**config.mk**
```make
export PLATFORM = sky130hd
export DESIGN_NAME = ex_operand_stage
export DESIGN_NICKNAME = d
export VERILOG_FILES = /design/src/rtl/ex_operand_stage_pkg.sv /design/src/rtl/ex_operand_stage_fwd_unit.sv /design/src/rtl/ex_operand_stage.sv
export SDC_FILE = /design/constraint.sdc
export NUM_CORES = 1
export LEC_CHECK = 0
export BUFFER_PORTS_ARGS = -buffer_cell sky130_fd_sc_hd__buf_2
export CAP_MARGIN = 20
export CORE_ASPECT_RATIO = 0.6
export CORE_MARGIN = 2
export CORE_UTILIZATION = 35
export DETAILED_ROUTE_END_ITERATION = 12
export GPL_ROUTABILITY_DRIVEN = 0
export HOLD_SLACK_MARGIN = 0.06
export SLEW_MARGIN = 0
export SYNTH_ARGS = -nofsm -noshare
export SYNTH_HDL_FRONTEND = slang
export SYNTH_HIERARCHICAL = 1
export SYNTH_SLANG_ARGS = --single-unit
```
**constraint.sdc**
```tcl
create_clock -name clk -period 4.3 [get_ports clk]
set_input_delay 0.215 -clock clk [delete_from_list [all_inputs] [get_ports clk]]
set_output_delay 0.215 -clock clk [all_outputs]
set_load 0.02 [all_outputs]
```
**src/rtl/ex_operand_stage_pkg.sv**
```systemverilog
// rtl/ex_operand_stage_pkg.sv - shared widths, ALU opcodes and forward-select encoding
package ex_operand_stage_pkg;

    localparam int XLEN = 32;
    localparam int RA_W = 5;

    localparam logic [2:0] ALU_ADD = 3'b000;
    localparam logic [2:0] ALU_SUB = 3'b001;
    localparam logic [2:0] ALU_AND = 3'b010;
    localparam logic [2:0] ALU_OR  = 3'b011;
    localparam logic [2:0] ALU_SLT = 3'b100;

    typedef enum logic [1:0] {
        FWD_REG = 2'b00,
        FWD_W   = 2'b01,
        FWD_M   = 2'b10
    } fwd_sel_e;

endpackage

```
**src/rtl/ex_operand_stage_fwd_unit.sv**
```systemverilog
// rtl/ex_operand_stage_fwd_unit.sv - forward-select generation for one E-stage operand
//   rs_i                       : registered source address of the operand
//   rd_m_i / reg_write_m_i     : M-stage destination and write enable
//   rd_w_i / reg_write_w_i     : W-stage destination and write enable
//   sel_o                      : FWD_M, FWD_W or FWD_REG
module fwd_unit
    import ex_operand_stage_pkg::*;
#(
    parameter int RA_W = ex_operand_stage_pkg::RA_W
) (
    input  logic [RA_W-1:0] rs_i,
    input  logic [RA_W-1:0] rd_m_i,
    input  logic            reg_write_m_i,
    input  logic [RA_W-1:0] rd_w_i,
    input  logic            reg_write_w_i,
    output logic [1:0]      sel_o
);

    // x0 is hardwired zero, so a write to it is never a forwarding source.
    // M is the younger producer and therefore wins over W.
    always_comb begin
        sel_o = FWD_REG;
        if (reg_write_m_i && (rd_m_i != '0) && (rd_m_i == rs_i)) begin
            sel_o = FWD_M;
        end else if (reg_write_w_i && (rd_w_i != '0) && (rd_w_i == rs_i)) begin
            sel_o = FWD_W;
        end
    end

endmodule

```
**src/rtl/ex_operand_stage.sv**
```systemverilog
// rtl/ex_operand_stage.sv - ID/EX register with M/W operand forwarding and load-use stall
//   clk, reset                 : clock, asynchronous active-high reset
//   *D inputs                  : decoded D-stage fields and ValidD
//   FlushE, StallE             : bubble request / downstream hold
//   ALUResultM/RdM/RegWriteM   : M-stage forward source
//   ResultW/RdW/RegWriteW      : W-stage forward source
//   SrcAE/SrcBE/ALUControlE    : ALU operands and opcode
//   WriteDataE                 : forwarded rs2 (store data)
//   RdE/RegWriteE/MemReadE/ValidE : registered control
//   StallD/StallF              : hold requests to D and F
module ex_operand_stage
#(
    parameter int XLEN = ex_operand_stage_pkg::XLEN,
    parameter int RA_W = ex_operand_stage_pkg::RA_W
) (
    input  logic            clk,
    input  logic            reset,
    input  logic [XLEN-1:0] RD1D,
    input  logic [XLEN-1:0] RD2D,
    input  logic [XLEN-1:0] ImmExtD,
    input  logic [RA_W-1:0] Rs1D,
    input  logic [RA_W-1:0] Rs2D,
    input  logic [RA_W-1:0] RdD,
    input  logic            ALUSrcD,
    input  logic [2:0]      ALUControlD,
    input  logic            RegWriteD,
    input  logic            MemReadD,
    input  logic            ValidD,
    input  logic            FlushE,
    input  logic            StallE,
    input  logic [XLEN-1:0] ALUResultM,
    input  logic [RA_W-1:0] RdM,
    input  logic            RegWriteM,
    input  logic [XLEN-1:0] ResultW,
    input  logic [RA_W-1:0] RdW,
    input  logic            RegWriteW,
    output logic [XLEN-1:0] SrcAE,
    output logic [XLEN-1:0] SrcBE,
    output logic [2:0]      ALUControlE,
    output logic [XLEN-1:0] WriteDataE,
    output logic [RA_W-1:0] RdE,
    output logic            RegWriteE,
    output logic            MemReadE,
    output logic            ValidE,
    output logic            StallD,
    output logic            StallF
);

    import ex_operand_stage_pkg::*;

    logic            valid_q,     valid_d;
    logic            reg_write_q, reg_write_d;
    logic            mem_read_q,  mem_read_d;
    logic [2:0]      alu_ctrl_q,  alu_ctrl_d;
    logic [RA_W-1:0] rd_q,        rd_d;
    logic [RA_W-1:0] rs1_q,       rs1_d;
    logic [RA_W-1:0] rs2_q,       rs2_d;
    logic [XLEN-1:0] rd1_q,       rd1_d;
    logic [XLEN-1:0] rd2_q,       rd2_d;
    logic [XLEN-1:0] imm_q,       imm_d;
    logic            alu_src_q,   alu_src_d;

    logic            load_stall;
    logic [1:0]      fwd_a_sel;
    logic [1:0]      fwd_b_sel;
    logic [XLEN-1:0] fwd_a;
    logic [XLEN-1:0] fwd_b;

    // A load in E cannot forward its data until M completes, so a consumer in D must wait a cycle.
    assign load_stall = mem_read_q && valid_q && (rd_q != '0)
                        && ((rd_q == Rs1D) || (rd_q == Rs2D)) && ValidD;
    assign StallD = load_stall || StallE;
    assign StallF = load_stall || StallE;

    always_comb begin
        valid_d     = valid_q;
        reg_write_d = reg_write_q;
        mem_read_d  = mem_read_q;
        alu_ctrl_d  = alu_ctrl_q;
        rd_d        = rd_q;
        rs1_d       = rs1_q;
        rs2_d       = rs2_q;
        rd1_d       = rd1_q;
        rd2_d       = rd2_q;
        imm_d       = imm_q;
        alu_src_d   = alu_src_q;
        if (StallE) begin
            // Hold: D is already held through StallD, so a pending load-use is not lost.
        end else if (FlushE || load_stall) begin
            valid_d     = 1'b0;
            reg_write_d = 1'b0;
            mem_read_d  = 1'b0;
            alu_ctrl_d  = ALU_ADD;
            rd_d        = '0;
            rs1_d       = '0;
            rs2_d       = '0;
            rd1_d       = '0;
            rd2_d       = '0;
            imm_d       = '0;
            alu_src_d   = 1'b0;
        end else begin
            valid_d     = ValidD;
            reg_write_d = RegWriteD && ValidD;
            mem_read_d  = MemReadD && ValidD;
            alu_ctrl_d  = ALUControlD;
            rd_d        = RdD;
            rs1_d       = Rs1D;
            rs2_d       = Rs2D;
            rd1_d       = RD1D;
            rd2_d       = RD2D;
            imm_d       = ImmExtD;
            alu_src_d   = ALUSrcD;
        end
    end

    always_ff @(posedge clk or posedge reset) begin
        if (reset) begin
            valid_q     <= 1'b0;
            reg_write_q <= 1'b0;
            mem_read_q  <= 1'b0;
            alu_ctrl_q  <= ALU_ADD;
            rd_q        <= '0;
            rs1_q       <= '0;
            rs2_q       <= '0;
            rd1_q       <= '0;
            rd2_q       <= '0;
            imm_q       <= '0;
            alu_src_q   <= 1'b0;
        end else begin
            valid_q     <= valid_d;
            reg_write_q <= reg_write_d;
            mem_read_q  <= mem_read_d;
            alu_ctrl_q  <= alu_ctrl_d;
            rd_q        <= rd_d;
            rs1_q       <= rs1_d;
            rs2_q       <= rs2_d;
            rd1_q       <= rd1_d;
            rd2_q       <= rd2_d;
            imm_q       <= imm_d;
            alu_src_q   <= alu_src_d;
        end
    end

    fwd_unit #(.RA_W(RA_W)) u_fwd_a (
        .rs_i          (rs1_q),
        .rd_m_i        (RdM),
        .reg_write_m_i (RegWriteM),
        .rd_w_i        (RdW),
        .reg_write_w_i (RegWriteW),
        .sel_o         (fwd_a_sel)
    );

    fwd_unit #(.RA_W(RA_W)) u_fwd_b (
        .rs_i          (rs2_q),
        .rd_m_i        (RdM),
        .reg_write_m_i (RegWriteM),
        .rd_w_i        (RdW),
        .reg_write_w_i (RegWriteW),
        .sel_o         (fwd_b_sel)
    );

    always_comb begin
        case (fwd_a_sel)
            FWD_M:   fwd_a = ALUResultM;
            FWD_W:   fwd_a = ResultW;
            default: fwd_a = rd1_q;
        endcase
        case (fwd_b_sel)
            FWD_M:   fwd_b = ALUResultM;
            FWD_W:   fwd_b = ResultW;
            default: fwd_b = rd2_q;
        endcase
    end

    assign SrcAE       = fwd_a;
    assign WriteDataE  = fwd_b;
    assign SrcBE       = alu_src_q ? imm_q : fwd_b;
    assign ALUControlE = alu_ctrl_q;
    assign RdE         = rd_q;
    assign RegWriteE   = reg_write_q;
    assign MemReadE    = mem_read_q;
    assign ValidE      = valid_q;

endmodule

```
==> flow_metrics.py, run 1 <==
metrics = {
    "run_status": {
        "status": "finished clean",
    },
    "logic_synthesis": {
        "ys_types": 30,
        "mappedNetlistNets": 1066,
        "yosys.area.top_type": "dfrtp_1",
        "syn_avg_cell_area_sq_um": 8.65,
        "synth_warnings": 6,
        "async_flop_share_pct": 100,
        "syn-instance-count": 864,
        "synth_most_common_cell": "nand2_1",
        "ys_seq_area_share_pct": 39.5,
        "synth-main-ff-cell": "dfrtp_1",
        "synth_top_area_share_pct": 39.5,
        "ys_seq_elements": 118,
        "syn-cell-area_sq_um": 7470,
        "synth_edf_count": 0,
        "synth_commonest_cells": "nand2_1, o21ai_0, dfrtp_1",
        "synthTopCellsByArea": "dfrtp_1, a32oi_1, o21ai_0, nand2_1, a22oi_1",
    },
    "hold_path": {
        "hp-class": "input port to register",
    },
    "layout": {
        "syn_to_final_growth_pct": 44.2,
        "fin_nets": 1417,
        "drive_above_1_share_pct": 32.4,
    },
    "timing": {
        "min_period_ns": 3.78,
        "setup-tns-final_ns": 0,
        "relSlewSlack_pct": 33.1,
        "drv_slew": 0,
        "finalSetupViolations": 0,
        "finalCritPeriodShare_pct": 87.9,
        "finalHoldViolCount": 0,
        "clock.fmax_mhz": 264,
        "clock_skew_ns": 0.00688,
        "rsz0062_at_grt": "no",
        "fin_ws_ns": 0.519,
        "tightest_slew_ns": 1.00,
    },
    "cts": {
        "cts-root-buf": "clkbuf_16",
        "cts_htree_levels": 4,
        "cts_sinks": 118,
        "path_clk_slew_ns": 0.05,
        "cts_setup_buffers": 0,
        "cts_resized": 0,
        "worst_skew_pair.late_latency_ns": 0.42,
        "cts_buffer_depth": 2,
        "cts_buffers": 17,
        "cts_tree": "yes",
    },
    "placement": {
        "place_ws_ns": 0.879,
        "dpl.hpwl_microns": 22200,
        "numPortBuffers": 306,
    },
    "worst_setup_path": {
        "crit_type": "register to primary output",
        "path_max_fanout": 17,
        "start_kind": "register",
        "arrival_ns": 3.57,
        "end_kind": "primary output",
        "worst_ep_required_time_ns": 4.09,
    },
    "pwr": {
        "intPower_mw": 2.77,
        "switchingPower_mw": 1.38,
        "p_clk_share_pct": 37.8,
        "p_per_area_nw_per_um2": 385,
        "comb_power_share_pct": 28.8,
        "swShare_pct": 33.2,
        "power.leakage_nw": 4.70,
        "peakVddDrop_uv": 257,
        "pwr-share-seq_pct": 33.4,
    },
    "routing": {
        "wl_met1_microns": 14800,
        "routed.top_layer": "met5",
        "firstDrtPassIters": 7,
        "drc_errors": 0,
        "met3_length_microns": 2170,
        "via_per_inst": 5.63,
        "vias": 8502,
        "wl_microns": 31800,
        "met2WireLength_microns": 14400,
        "wl_per_cell_microns": 21.1,
        "ant_nets": 0,
        "drt_first_iter_violations": 794,
    },
    "floorplan": {
        "initial_core_util_pct": 35.6,
        "coreArea_sq_um": 21000,
        "die_h_microns": 117,
        "num_rows": 41,
        "die_area_sq_um": 22600,
        "io_pins": 307,
        "die_w_microns": 193,
    },
    "grt": {
        "grtUsageTotal_pct": 27.7,
        "grt_pass1_vias": 7741,
        "gr-total-overflow": 0,
        "grt_max_degree": 92,
        "grt_pass1_wl_microns": 46900,
        "antenna_found_initial": 5,
    },
    "flow_run": {
        "cap_violations": 0,
    },
}
-- power groups by stage --
stage               clock network, mW  logic [mW]  registers, mW
floorplan                           0       0.689           1.36
finish                           1.57        1.19           1.39
global route                     1.66        1.29           1.40
detailed placement                  0        1.11           1.40
CTS                              1.59        1.19           1.38
global placement                    0        1.09           1.40
-- cells in the final DEF, fill, tap and decap left out, types with 3 or more instances in the layout --
cell type      instances
clkbuf_16             17
dlygate4sd3_1        103
a22o_1                10
nor3b_1               10
bufinv_16              5
xor2_1                 6
o21ai_1               26
clkbuf_1               3
dfrtp_1              117
nor3_1                 5
mux2_2                32
diode_2                4
a32oi_1              107
clkinv_2               4
nor2_1                 3
a22oi_1               64
a21o_1                10
a21oi_1                3
o21ai_0              148
inv_1                  6
buf_2                305
nand3_1                6
nand2_1              177
xnor2_1               20
buf_4                 17
-- metrics by stage --
stage | total power, mW | hold slack [ns] | area (sq um) | util, % | cells
after floorplan | 2.05 | 0.342 | 7470 | - | 864
after detailed placement | 2.50 | 0.463 | 9110 | 43.4 | 1372
after global placement | 2.50 | 0.460 | 9110 | 43.4 | 1372
after CTS | 4.17 | 0.0617 | 10800 | 51.3 | 1506
final | 4.15 | 0.0746 | 10800 | 51.4 | 1510
after global routing | 4.35 | 0.0761 | 10800 | 51.3 | 1507
-- layout make-up --
class / instances / area, sq um
timing repair buffer: 427 / 2730
inverter: 7 / 31.3
antenna: 4 / 10.0
fill: 2018 / 10200
sequential: 118 / 2950
clock inverter: 10 / 178
multi-input combinational: 644 / 4080
clock buffer: 21 / 450
tap: 279 / 349
-- registers in the layout (all words and copies together) (netlist names) --
| register | count |
|---|---|
| imm_q | 32 |
| rd1_q | 32 |
| rd2_q | 32 |
| RdE | 5 |
| rs1_q | 5 |
| rs2_q | 5 |
| ALUControlE | 3 |
| MemReadE | 1 |
| RegWriteE | 1 |
| ValidE | 1 |
| alu_src_q | 1 |
-- critical path, stage by stage, from the launching register on --
cell     delay [ns]
dfrtp_1        0.43
xor2_1         0.18
nor3_1         0.17
nand3_1        0.11
nor3_2         0.16
ha_1           0.81
buf_4          0.28
a22oi_1        0.06
o21ai_0        0.52
mux2_2         0.27
buf_2          0.16
-- what timing repair did --
action                                  in CTS  in global routing
hold endpoints to repair                   192                  0
endpoints found under the setup margin       0                  0
hold buffers                               103                  0
-- cell families after synthesis --
kind of cell	Yosys count	synth area share [%]
buf+inv	102	6.38
simple gates	207	11.4
flops	118	39.5
mux	32	4.82
xor+xnor	26	3.05
fa+ha+maj	4	0.670
compound gates	375	34.2
-- final timing paths --
path                            slack [ns]       from  depth (start not counted)         to
worst max register to register        1.82     RdE[1]                          5   imm_q[4]
worst min-delay path                  0.07    RD2D[8]                          3   rd2_q[8]
max in group asynchronous             2.77      reset                          4  alu_src_q
worst max-delay path                  0.52   rs2_q[0]                         10  SrcBE[18]
worst min register to register        0.49  imm_q[21]                          2  imm_q[21]
min in group asynchronous             0.54      reset                          3     RdE[1]
-- routing by layer --
layer | GRT usage (%) | vias to the layer above
li1 | - | 3982
met1 | 39.8 | 4103
met2 | 42.4 | 386
met3 | 6.68 | 27
met4 | 6.31 | 4
met5 | 0 | -
Power figures use the tool's default switching activity.
==> inputs of run 2 (changes only) <==
Settings changed: CELL_PAD_IN_SITES_DETAIL_PLACEMENT from default to 0, CELL_PAD_IN_SITES_GLOBAL_PLACEMENT from default to 1, PLACE_DENSITY_LB_ADDON from default to 0.1.
==> flow_metrics.py, run 2 (synthesized netlist as in run 1, its figures left out) <==
metrics = {
    "timing": {
        "finalCritPeriodShare_pct": 87.8,
        "clock.fmax_mhz": 265,
        "drv_slew": 0,
        "clock_skew_ns": 0.00697,
        "finalSetupViolations": 0,
        "rsz0062_at_grt": "no",
        "finalHoldViolCount": 0,
        "setup-tns-final_ns": 0,
        "min_period_ns": 3.77,
        "tightest_slew_ns": 0.916,
        "relSlewSlack_pct": 38.9,
    },
    "floorplan": {
        "die_w_microns": 193,
        "die_area_sq_um": 22600,
        "coreArea_sq_um": 21000,
        "io_pins": 307,
        "num_rows": 41,
        "die_h_microns": 117,
        "initial_core_util_pct": 35.6,
    },
    "grt": {
        "grt_pass1_wl_microns": 47900,
        "grt_max_degree": 139,
        "grtUsageTotal_pct": 28.0,
        "gr-total-overflow": 0,
        "antenna_found_initial": 2,
        "grt_pass1_vias": 8199,
    },
    "pwr": {
        "power.leakage_nw": 4.70,
        "finalPower_mw": 4.14,
        "peakVddDrop_uv": 282,
        "p_per_area_nw_per_um2": 384,
    },
    "worst_setup_path": {
        "path_max_fanout": 32,
        "rrSetupSlack_ns": 2.04,
        "rr_worst_depth": 5,
        "startpoint": "rs2_q[0]",
        "worst_ep_required_time_ns": 4.09,
        "arrival_ns": 3.56,
        "start_kind": "register",
        "r2r_end": "rd2_q[8]",
        "end_kind": "primary output",
        "r2r-start": "RdE[0]",
        "crit_type": "register to primary output",
    },
    "cts": {
        "cts_buffer_depth": 2,
        "cts_htree_levels": 4,
        "cts_sinks": 118,
        "worst_skew_pair.late_latency_ns": 0.42,
        "path_clk_slew_ns": 0.06,
        "cts-root-buf": "clkbuf_16",
        "cts_tree": "yes",
        "cts_buffers": 17,
    },
    "routing": {
        "via_per_inst": 5.62,
        "firstDrtPassIters": 5,
        "wl_microns": 31800,
        "drt_first_iter_violations": 635,
        "vias": 8475,
        "drc_errors": 0,
        "ant_nets": 0,
        "wl_per_cell_microns": 21.1,
    },
    "layout": {
        "final_common_cell": "buf_2",
        "top_regs": "imm_q (32), rd1_q (32), rd2_q (32)",
        "final_cell_mix": "buf_2, nand2_1, o21ai_0",
        "fin_nets": 1416,
        "syn_to_final_growth_pct": 44.3,
        "drive_above_1_share_pct": 32.3,
    },
    "hold_path": {
        "min_to": "rd1_q[6]",
        "hp-class": "input port to register",
        "min_from": "RD1D[6]",
        "hold_depth": 3,
    },
    "run_status": {
        "status": "finished clean",
    },
    "placement": {
        "numPortBuffers": 306,
        "dpl.hpwl_microns": 21400,
    },
    "flow_run": {
        "cap_violations": 0,
    },
}
-- run 2: cell types whose count changed in the layout (fill, tap and decap cells not counted), sizes merged --
cell,change
clkbuf,+3
dlygate4sd3,+2
diode,-1
bufinv,-2
buf,-3
-- run 2: stage by stage --
stage                     utilization, %  hold WS, ns  cells  area (sq um)  setup slack (ns)
after floorplan                        -        0.342    864          7470             0.956
after global placement              43.4        0.461   1369          9100              1.10
after detailed placement            43.4        0.465   1369          9100              1.04
after CTS                           51.4       0.0617   1506         10800             0.533
after global routing                51.4       0.0937   1507         10800             0.329
final                               51.4       0.0810   1509         10800             0.526
-- run 2: repair_timing --
item                                   in CTS  in global routing
buffers inserted                            0                  0
resized for setup                           0                  0
hold buffers                              105                  0
endpoints found under the hold margin     193                  0
setup endpoints to repair                   0                  0
-- run 2: worst max-delay path, stage by stage (launching register included) --
cell	delay, ns
dfrtp_1	0.44
nor4_1	0.50
nor3_1	0.09
a21oi_1	0.16
nor3_2	0.07
inv_1	0.07
ha_2	0.69
a22oi_1	0.23
o21ai_0	0.45
mux2_2	0.25
buf_2	0.17
-- run 2: cell type report --
class	instances	area (sq um)
Fill cell	2054	10200
Multi-Input combinational cell	644	4080
Sequential cell	118	2950
Timing Repair Buffer	426	2740
Clock buffer	24	512
Tap cell	279	349
Clock inverter	8	118
Inverter	7	31.3
Antenna cell	3	7.51
-- run 2: where the power goes --
group | total, mW | switching (mW) | internal (mW)
combinational | 1.22 | 0.737 | 0.480
clock | 1.55 | 0.552 | 1.00
sequential | 1.37 | 0.114 | 1.25
-- run 2: worst max path at each step --
stage	endpoint	slack [ns]	cells after the start
3_3_place_gp	SrcBE[11]	1.10	10
3_5_place_dp	SrcBE[18]	1.04	10
6_report	SrcBE[18]	0.53	10
4_1_cts	SrcBE[18]	0.53	10
5_1_grt	SrcBE[18]	0.33	10
2_1_floorplan	ALUControlE[0]	0.96	1
-- run 2: metal layers --
layer / wire length, microns / global-route usage (%) / part of all wire, % / vias to the layer above
li1: - / - / - / 3973
met1: 14600 / 40.0 / 46 / 4092
met2: 14300 / 43.3 / 45 / 381
met3: 2370 / 5.78 / 7.5 / 29
met4: 441 / 7.68 / 1.4 / 0
met5: 0 / 0 / 0 / -
==> inputs of run 3 (changes only) <==
Settings changed: CORE_UTILIZATION 35 to 32.
Clock period 4.3 ns to 3.08 ns, I/O delays scaled along.
==> flow_metrics.py, run 3 (synthesized netlist as in run 1, its figures left out) <==
metrics = {
    "layout": {
        "drive_above_1_share_pct": 35.3,
        "top_regs": "imm_q (32), rd1_q (32), rd2_q (32)",
        "fin_nets": 1433,
        "final_util_pct": 49.2,
        "final_cell_mix": "buf_2, nand2_1, o21ai_0",
        "syn_to_final_growth_pct": 51.8,
        "final_common_cell": "buf_2",
    },
    "worst_setup_path": {
        "arrival_ns": 2.78,
        "path_max_fanout": 32,
        "crit_type": "register to primary output",
        "timing.critical_path.cells": "xor2_1, nor3_2, nand3_1, nor3_2, inv_1, ha_4, buf_16, o21ai_0, mux2_2, buf_2",
        "start_kind": "register",
        "cp_slowest_cell": "dfrtp_2",
        "crit_top_cell": "nor3_2",
        "cp.buffers_inverters": 3,
        "crit_family": "buffers and inverters",
        "worst_ep_required_time_ns": 2.93,
        "cpPeakStageDelay_ns": 0.44,
        "end_kind": "primary output",
    },
    "timing": {
        "finalCritPeriodShare_pct": 95.4,
        "min_period_ns": 2.94,
        "relSlewSlack_pct": 34.0,
        "clock_skew_ns": 0.00510,
        "drv_slew": 0,
        "finalSetupViolations": 0,
        "tightest_slew_ns": 0.988,
        "setup-tns-final_ns": 0,
        "clock.fmax_mhz": 340,
        "finalHoldViolCount": 0,
    },
    "floorplan": {
        "initial_core_util_pct": 32.4,
        "io_pins": 307,
        "die_w_microns": 201,
        "die_h_microns": 122,
        "coreArea_sq_um": 23000,
        "num_rows": 43,
        "die_area_sq_um": 24600,
    },
    "routing": {
        "ant_nets": 0,
        "firstDrtPassIters": 5,
        "drt_first_iter_violations": 629,
        "drc_errors": 0,
        "vias": 8530,
        "via_per_inst": 5.46,
        "wl_per_cell_microns": 20.6,
        "wl_microns": 32100,
    },
    "hold_path": {
        "hp-class": "input port to register",
    },
    "grt": {
        "grt_pass1_wl_microns": 49100,
        "gr-total-overflow": 0,
        "grt_max_degree": 109,
        "grt_pass1_vias": 8206,
        "antenna_found_initial": 4,
        "grtUsageTotal_pct": 26.0,
    },
    "cts": {
        "cts-root-buf": "clkbuf_16",
        "path_clk_slew_ns": 0.06,
        "worst_skew_pair.late_latency_ns": 0.42,
        "cts_buffer_depth": 2,
        "cts_htree_levels": 4,
        "cts_tree": "yes",
        "cts_buffers": 17,
        "cts_sinks": 118,
    },
    "pwr": {
        "power.leakage_nw": 4.86,
        "finalPower_mw": 5.98,
        "p_per_area_nw_per_um2": 527,
        "peakVddDrop_uv": 378,
    },
    "placement": {
        "dpl.hpwl_microns": 21500,
        "numPortBuffers": 306,
    },
    "run_status": {
        "status": "finished clean",
    },
    "flow_run": {
        "cap_violations": 0,
    },
}
## run 3: cell types whose count changed in the layout (fill, tap and decap cells not counted), moves of 3 or more
cell / previous run / this run
a22oi_1: 64 / 50
o21ai_1: 26 / 44
buf_12: 3 / 14
clkinvlp_4: 1 / 5
clkbuf_8: 6 / 1
dlygate4sd3_1: 105 / 108
bufinv_16: 3 / 6
o21ai_2: 0 / 12
a22oi_2: 0 / 14
o21ai_0: 148 / 118
## run 3: worst min-delay path: cells and delay by family
kind / cells / cell delay [ns]
AOI/OAI and AO/OA: 3 / 0.22
buffers and inverters: 2 / 0.19
## run 3: power breakdown
part / leakage, nW / internal, mW / switching (mW)
registers: 1.46 / 1.75 / 0.151
clock network: 0.314 / 1.53 / 0.778
logic: 3.09 / 0.717 / 1.05
## run 3: final timing paths
check | start | to | slack (ns) | cells after the start
min | ValidD | ValidE | 0.18 | 5
max | rs2_q[3] | SrcBE[4] | 0.14 | 10
max reg2reg | RdE[1] | rd2_q[7] | 0.91 | 5
min reg2reg | imm_q[6] | imm_q[6] | 0.48 | 2
max in group asynchronous | reset | rd2_q[9] | 1.58 | 4
min in group asynchronous | reset | RdE[2] | 0.50 | 3
## run 3: final cells by class
class / instances / area [sq um]
antenna: 3 / 7.51
tap: 315 / 394
inverter: 7 / 30.0
sequential: 118 / 2950
clock buffer: 18 / 439
timing repair buffer: 443 / 3050
fill: 2293 / 11700
clock inverter: 13 / 229
multi-input combinational: 644 / 4240
## run 3: routing by layer
layer  GRT usage, %  part of all wire, %
met1           36.2                   46
met2           40.6                   45
met3           5.68                  7.1
met4           7.58                  1.6
met5              0                0.034
## run 3: what timing repair did
item | CTS | global route
hold buffers | 108 | 0
endpoints found under the setup margin | 29 | 49
cloned | 2 | 0
pin swaps | 4 | 3
resized for setup | 42 | 22
buffers inserted | 0 | 2
hold endpoints to repair | 142 | 0
## run 3: through the flow
stage | std cells | worst slack, ns | hold WS [ns] | cell area, sq um
detailed placement | 1415 | 0.272 | 0.405 | 9340
global placement | 1415 | 0.228 | 0.402 | 9340
CTS | 1556 | 0.00122 | 0.137 | 11200
floorplan | 864 | 0.369 | 0.281 | 7470
global route | 1560 | -0.00917 | 0.157 | 11300
finish | 1561 | 0.142 | 0.175 | 11300
